File: src/rtl/baud_pkg.sv
// Shared constants and elaboration-time helpers for the baud tick generator.
// Latency: n/a (package). Backpressure: n/a.
// Provides default widths and the divisor/fraction derivation from clock and baud rate.
package baud_pkg;

  localparam int NUM_TICKS_DEF = 16;
  localparam int DIV_W_DEF     = 16;
  localparam int PHASE_W_DEF   = $clog2(NUM_TICKS_DEF);
  localparam int FRAC_W        = 4;

  // Whole clock cycles per oversampling tick, truncated.
  function automatic longint calc_div(input longint clk_rate, input longint baud,
                                      input longint num_ticks);
    return clk_rate / (baud * num_ticks);
  endfunction

  // Fractional part of the ideal divisor in sixteenths, rounded to nearest.
  // Rounding up into the next whole cycle is clamped to 15 so the result
  // always fits the accumulator step.
  function automatic longint calc_frac(input longint clk_rate, input longint baud,
                                       input longint num_ticks);
    longint den;
    longint x16;
    longint f;
    den = baud * num_ticks;
    x16 = ((clk_rate * 32) / den + 1) / 2;
    f   = x16 - 16 * (clk_rate / den);
    if (f > 15) f = 15;
    return f;
  endfunction

endpackage

File: src/rtl/tick_divider.sv
// Reloadable cycle counter producing the oversampling tick, with a shadow divisor register.
// Latency: tick registered the edge after the count reaches the divisor limit.
// Backpressure: none; enable=0 holds the count at zero and suppresses tick.
// Ports: CLK, reset (async, active-high), enable, div_in/div_wr (divisor write),
//        div_pending (shadow waiting for a wrap), tick (registered strobe),
//        wrap (combinational: this edge ends a period; used by the top for phase).
// Optional BAUD_FRAC_EN adds frac_in and a 4-bit fractional accumulator.
module tick_divider
  import baud_pkg::*;
#(
  parameter int               DIV_W       = DIV_W_DEF,
  parameter logic [DIV_W-1:0] DEFAULT_DIV = DIV_W'(1)
`ifdef BAUD_FRAC_EN
  ,
  parameter logic [FRAC_W-1:0] DEFAULT_FRAC = '0
`endif
) (
  input  logic              CLK,
  input  logic              reset,
  input  logic              enable,
  input  logic [DIV_W-1:0]  div_in,
  input  logic              div_wr,
`ifdef BAUD_FRAC_EN
  input  logic [FRAC_W-1:0] frac_in,
`endif
  output logic              div_pending,
  output logic              tick,
  output logic              wrap
);

  logic [DIV_W-1:0] div_q;
  logic [DIV_W-1:0] shadow_q;
  logic [DIV_W-1:0] cnt_q;
  logic [DIV_W-1:0] limit;
  logic [DIV_W-1:0] div_next;

  // Divisor taking effect at a wrap: a same-cycle write beats the shadow.
  always_comb begin
    div_next = div_q;
    if (div_wr) begin
      div_next = div_in;
    end else if (div_pending) begin
      div_next = shadow_q;
    end
  end

`ifdef BAUD_FRAC_EN
  logic [FRAC_W-1:0] frac_q;
  logic [FRAC_W-1:0] frac_sh_q;
  logic [FRAC_W-1:0] acc_q;
  logic [FRAC_W-1:0] frac_next;
  logic [FRAC_W:0]   acc_sum;
  logic              extra_q;

  always_comb begin
    frac_next = frac_q;
    if (div_wr) begin
      frac_next = frac_in;
    end else if (div_pending) begin
      frac_next = frac_sh_q;
    end
    acc_sum = {1'b0, acc_q} + {1'b0, frac_next};
  end

  // A carry out of the accumulator stretches the following period by one cycle.
  assign limit = ((div_q == '0) ? '0 : div_q - 1'b1) + DIV_W'(extra_q);
`else
  // D=0 behaves as D=1: limit 0, so every enabled cycle wraps.
  assign limit = (div_q == '0) ? '0 : div_q - 1'b1;
`endif

  assign wrap = enable && (cnt_q == limit);

  always_ff @(posedge CLK or posedge reset) begin
    if (reset) begin
      div_q       <= DEFAULT_DIV;
      shadow_q    <= DEFAULT_DIV;
      cnt_q       <= '0;
      tick        <= 1'b0;
      div_pending <= 1'b0;
    end else if (!enable) begin
      // Partial count is discarded; a write while idle applies directly.
      cnt_q <= '0;
      tick  <= 1'b0;
      if (div_wr) begin
        div_q       <= div_in;
        shadow_q    <= div_in;
        div_pending <= 1'b0;
      end
    end else begin
      tick <= wrap;
      if (div_wr) begin
        shadow_q <= div_in;
      end
      if (wrap) begin
        cnt_q       <= '0;
        div_q       <= div_next;
        div_pending <= 1'b0;
      end else begin
        cnt_q <= cnt_q + 1'b1;
        if (div_wr) begin
          div_pending <= 1'b1;
        end
      end
    end
  end

`ifdef BAUD_FRAC_EN
  always_ff @(posedge CLK or posedge reset) begin
    if (reset) begin
      frac_q    <= DEFAULT_FRAC;
      frac_sh_q <= DEFAULT_FRAC;
      acc_q     <= '0;
      extra_q   <= 1'b0;
    end else if (!enable) begin
      // Restart cleanly so the first period after enable is exactly D.
      acc_q   <= '0;
      extra_q <= 1'b0;
      if (div_wr) begin
        frac_q    <= frac_in;
        frac_sh_q <= frac_in;
      end
    end else begin
      if (div_wr) begin
        frac_sh_q <= frac_in;
      end
      if (wrap) begin
        frac_q  <= frac_next;
        acc_q   <= acc_sum[FRAC_W-1:0];
        extra_q <= acc_sum[FRAC_W];
      end
    end
  end
`endif

endmodule

File: src/rtl/baud_tick_gen.sv
// Programmable baud tick generator: oversampling tick, bit-rate tick and phase index.
// Latency: first tick D cycles after enable rises, first bit_tick D*NUM_TICKS cycles.
// Backpressure: none; enable=0 holds phase at 0 and forces tick/bit_tick low.
// Ports: CLK, reset (async, active-high), enable, div_in/div_wr (run-time divisor,
//        applied at the next tick boundary), div_pending, tick, bit_tick, phase.
// Build option BAUD_FRAC_EN adds frac_in (sixteenths of a cycle, sampled on div_wr).
module baud_tick_gen
  import baud_pkg::*;
#(
  parameter longint CLK_RATE     = 40000000,
  parameter longint DEFAULT_BAUD = 9600,
  parameter int     NUM_TICKS    = NUM_TICKS_DEF,
  parameter int     DIV_W        = DIV_W_DEF
) (
  input  logic                         CLK,
  input  logic                         reset,
  input  logic                         enable,
  input  logic [DIV_W-1:0]             div_in,
  input  logic                         div_wr,
`ifdef BAUD_FRAC_EN
  input  logic [FRAC_W-1:0]            frac_in,
`endif
  output logic                         div_pending,
  output logic                         tick,
  output logic                         bit_tick,
  output logic [$clog2(NUM_TICKS)-1:0] phase
);

  localparam int               PHASE_W     = $clog2(NUM_TICKS);
  localparam logic [DIV_W-1:0] DEFAULT_DIV =
    DIV_W'(calc_div(CLK_RATE, DEFAULT_BAUD, longint'(NUM_TICKS)));
`ifdef BAUD_FRAC_EN
  localparam logic [FRAC_W-1:0] DEFAULT_FRAC =
    FRAC_W'(calc_frac(CLK_RATE, DEFAULT_BAUD, longint'(NUM_TICKS)));
`endif
  localparam logic [PHASE_W-1:0] LAST_PHASE = PHASE_W'(NUM_TICKS - 1);

  logic wrap;

  tick_divider #(
    .DIV_W       (DIV_W),
    .DEFAULT_DIV (DEFAULT_DIV)
`ifdef BAUD_FRAC_EN
    ,
    .DEFAULT_FRAC(DEFAULT_FRAC)
`endif
  ) u_div (
    .CLK        (CLK),
    .reset      (reset),
    .enable     (enable),
    .div_in     (div_in),
    .div_wr     (div_wr),
`ifdef BAUD_FRAC_EN
    .frac_in    (frac_in),
`endif
    .div_pending(div_pending),
    .tick       (tick),
    .wrap       (wrap)
  );

  // phase and bit_tick update on the same edge that registers tick, so
  // bit_tick coincides with the tick on which phase returns to 0.
  always_ff @(posedge CLK or posedge reset) begin
    if (reset) begin
      phase    <= '0;
      bit_tick <= 1'b0;
    end else if (!enable) begin
      phase    <= '0;
      bit_tick <= 1'b0;
    end else begin
      bit_tick <= wrap && (phase == LAST_PHASE);
      if (wrap) begin
        phase <= (phase == LAST_PHASE) ? '0 : phase + 1'b1;
      end
    end
  end

endmodule
File: config.mk
export PLATFORM = sky130hd
export DESIGN_NAME = baud_tick_gen
export DESIGN_NICKNAME = d
export VERILOG_FILES = /design/src/rtl/baud_pkg.sv /design/src/rtl/tick_divider.sv /design/src/rtl/baud_tick_gen.sv
export SDC_FILE = /design/constraint.sdc
export NUM_CORES = 1
export LEC_CHECK = 0
export BUFFER_PORTS_ARGS = -buffer_cell sky130_fd_sc_hd__buf_4
export CELL_PAD_IN_SITES_DETAIL_PLACEMENT = 1
export CELL_PAD_IN_SITES_GLOBAL_PLACEMENT = 1
export CORE_ASPECT_RATIO = 0.9
export CORE_MARGIN = 2
export CORE_UTILIZATION = 42
export DETAILED_ROUTE_END_ITERATION = 16
export HOLD_SLACK_MARGIN = 0.12
export PLACE_DENSITY_LB_ADDON = 0.12
export SETUP_SLACK_MARGIN = 0.4
export SYNTH_ARGS = -nofsm -noshare
export SYNTH_HDL_FRONTEND = slang
export SYNTH_SLANG_ARGS = --single-unit
File: constraint.sdc
create_clock -name CLK -period 7.8 [get_ports CLK]
set_input_delay 1.56 -clock CLK [delete_from_list [all_inputs] [get_ports CLK]]
set_output_delay 1.56 -clock CLK [all_outputs]
set_load 0.01 [all_outputs]
==> out/qor.txt <==
Max Root-Sink Buffers = 2
Layout cell share with drive strength beyond 1 = 0.210
Clock power share = 0.292
Main combinational cell family by area after synthesis = simple AND/OR/NAND/NOR gates
Setup_tns = 0 ps
Mean Syn Cell Area = 9.39 sq um
Slew @ Worst Pin = 1120 ps
Static Leakage = 1.51 nW
Number of buffers created by CTS = 5
PD cells = 164 nW/um^2
RSZ-0062 raised after global routing = false
Yosys warnings = 0
Synth Flop Type = dfrtp_1
Max_slew headroom = 0.249
Post-Syn Instances = 353
Post-Synth XOR/XNOR Area = 0.0634
Hold WC Path Type = flip-flop to flip-flop
Period utilisation layout = 0.531
Syn_nets = 376
Vias in the first global route = 2,770
WHS = 518 ps
Top cells by count, synth = dfrtp_1, nor2_1, a21oi_1
CTS clk-pin slew, worst paths = 100 ps
Initial antenna violation count = 0
Required time worst endpoint = 8050 ps
Largest net degree at the start of global routing = 56
WL/cell = 17.5 um
Final Max Tran Viols = 0
DIE AREA = 8620 sq um
Fin nets = 393
H-Tree Depth = 2
DR vias/cell = 5.81
Post-Synth Simple-Gate Area = 0.230
Post-synthesis compound-gate area fraction = 0.164
Sw frac = 0.282
Status = finished, final reports clean
Total power = 0.603 mW
CP max FO = 26
Syn Std Cell Area = 3310 sq um
Initial core utilization = 0.437
Post-CTS Hold Buffers = 0
Top cell type's share of synthesized area = 0.385
Pre-antenna DRT Iters = 4
Io pins = 27
DRT antenna net count = 0
Crit path DAT = 4390 ps
Ys async rst share = 1.00
Clock Skew = 6.06 ps
Sequential share of the synthesized area = 0.417
Die Wd = 97.6 um
Critical Path Max Stage Delay = 920 ps
DRC violations left = 0
Main area contributors after synthesis = dfrtp_1, mux2_2, a211oi_2
Max frequency = 0.242 GHz
Vias = 2,712
CP most frequent cell = or3_1
Sequential share of power = 0.550
Worst reg2reg setup slack = 3660 ps
Synth Register Bits = 55
Top-count cell post-synth = dfrtp_1
PortBufs = 26
Clock latency on the worst-skew pair = 320 ps
Worst Setup Path Type = flip-flop to flip-flop
Grt total ovfl = 0
First-pass GRT wire length = 14,100 um
Synth Area in Adders = 0.0113
CTS sink cnt = 55
Crit end category = flip-flop
Crit path time final = 4140 ps
CP Cell Sequence = inv_1 > ha_1 > nor3b_1 > nand4_1 > or3_1 > o211ai_1 > and4b_1 > o2111ai_2 > buf_4 > or3_1 > a21oi_1
Vert. Die Dim = 88.3 um
Setup violators final = 0
Total track usage = 0.202
Ant. Diodes = 0
CTS tree = yes
Switch Pwr = 0.170 mW
Violation count after the first detailed-route iteration = 168
P&R area growth vs syn = 10.8%
Detailed Route WL = 8170 um
CTS-repair resized insts = 0
Peak supply drop = 0.0000861 V
HPWL after DPL = 5920 um
Gate power share = 0.157
Setup bufs post-CTS = 0
Crit start category = flip-flop
Final hold violation count = 0
Std cell rows = 30
Mux cell area share after synthesis = 0.0668
Root buf cell = clkbuf_8
Routability-driven placement congestion ratio = 0.885
Yosys cell types = 55
Area leader, netlist = dfrtp_1
Dpl ws = 3670 ps
Post-synth EDFFs = 0
Filler instances = 899
Setup WS post-layout = 3660 ps
Core area = 7580 sq um
Number of max-cap violations = 0
Int Power = 0.433 mW
Slowest-stage cell, CP = nor3b_1
## routing by layer
layer  GRT usage  up-vias  part of all wire  wire length, um
met2       0.333       44              0.47             3860
met1       0.282     1353              0.48             3910
met3      0.0284       12             0.031              250
met5           0        -                 0                0
met4      0.0606        0             0.017              142
li1            -     1303                 -                -
## sequential cells by signal, summed over array words and instances, names as in the netlist
signal	count
bit_tick	1
u_div.tick	1
phase	4
u_div.div_pending	1
u_div.shadow_q	16
u_div.div_q	16
u_div.cnt_q	16
## cell type report
cell class                 count  area, sq um  area share
inverter                      20         75.1      0.0204
sequential                    55         1380       0.376
tap                           96          120      0.0327
multi-input combinational    259         1780       0.484
timing repair buffer          29          218      0.0593
clock buffer                   8          100      0.0273
## worst paths after layout
check                                         startpoint                       endpoint  cells after the start
max                           u_div.div_q[0]$_DFFE_PP0P_           phase[2]$_DFFE_PP0N_                     11
min reg2reg                u_div.shadow_q[6]$_DFFE_PP0P_  u_div.shadow_q[6]$_DFFE_PP0P_                      1
max in group asynchronous                          reset  u_div.shadow_q[6]$_DFFE_PP0P_                      3
max reg2reg                   u_div.div_q[0]$_DFFE_PP0P_           phase[2]$_DFFE_PP0N_                     11
min in group asynchronous                          reset       u_div.cnt_q[4]$_DFF_PP0_                      3
min                        u_div.shadow_q[6]$_DFFE_PP0P_  u_div.shadow_q[6]$_DFFE_PP0P_                      1
## stage by stage
step                area [sq um]   util  instances
finish                      3670  0.484        467
global placement            3570  0.471        459
CTS                         3670  0.484        467
floorplan                   3310      -        353
global route                3670  0.484        467
detailed placement          3570  0.471        459
## cells in the final DEF, fill, tap and decap left out, types with 3 or more instances in the layout
master / Yosys / layout
or3_1: 3 / 3
xor2_1: 12 / 12
nand3_1: 18 / 18
inv_1: 20 / 19
a211oi_1: 7 / 7
nand2_1: 15 / 15
ha_1: 3 / 3
a211oi_2: 10 / 10
xnor2_1: 12 / 12
dfstp_2: 4 / 4
nand2b_1: 17 / 17
a31oi_1: 3 / 3
o211ai_1: 3 / 3
mux2_2: 17 / 17
buf_4: 1 / 29
and3_1: 6 / 6
nand4_1: 7 / 7
nor2_1: 28 / 28
mux2i_1: 3 / 3
clkbuf_8: 0 / 7
nor4_1: 5 / 5
nor3_1: 20 / 20
a21oi_1: 25 / 25
and4_1: 3 / 3
dfrtp_1: 51 / 51
o21ai_0: 8 / 8
or4_1: 3 / 3
## critical path, delay by kind of cell (launching register included)
family	cells	cell delay, ps
buffers and inverters	2	500
adders and majority gates	1	240
AOI/OAI and AO/OA	3	590
and+or+nand+nor	5	2300
DFF	1	430
## power by group through the flow
stage | combinational [mW] | clock, mW | sequential (mW)
after floorplan | 0.0725 | 0 | 0.328
final | 0.0948 | 0.176 | 0.332
after global routing | 0.107 | 0.192 | 0.336
after CTS | 0.0963 | 0.184 | 0.332
after detailed placement | 0.0960 | 0 | 0.337
after global placement | 0.0931 | 0 | 0.335
## logic make-up (layout without fill, tap and decap cells)
family	after synthesis	count (layout)
AO/OA/AOI/OAI	73	73
adder cells (fa/ha/maj)	3	3
buffers and inverters	39	57
flip-flops	55	55
multiplexers	20	20
AND/OR/NAND/NOR	139	139
XOR/XNOR	24	24
Power figures use the tool's default switching activity.
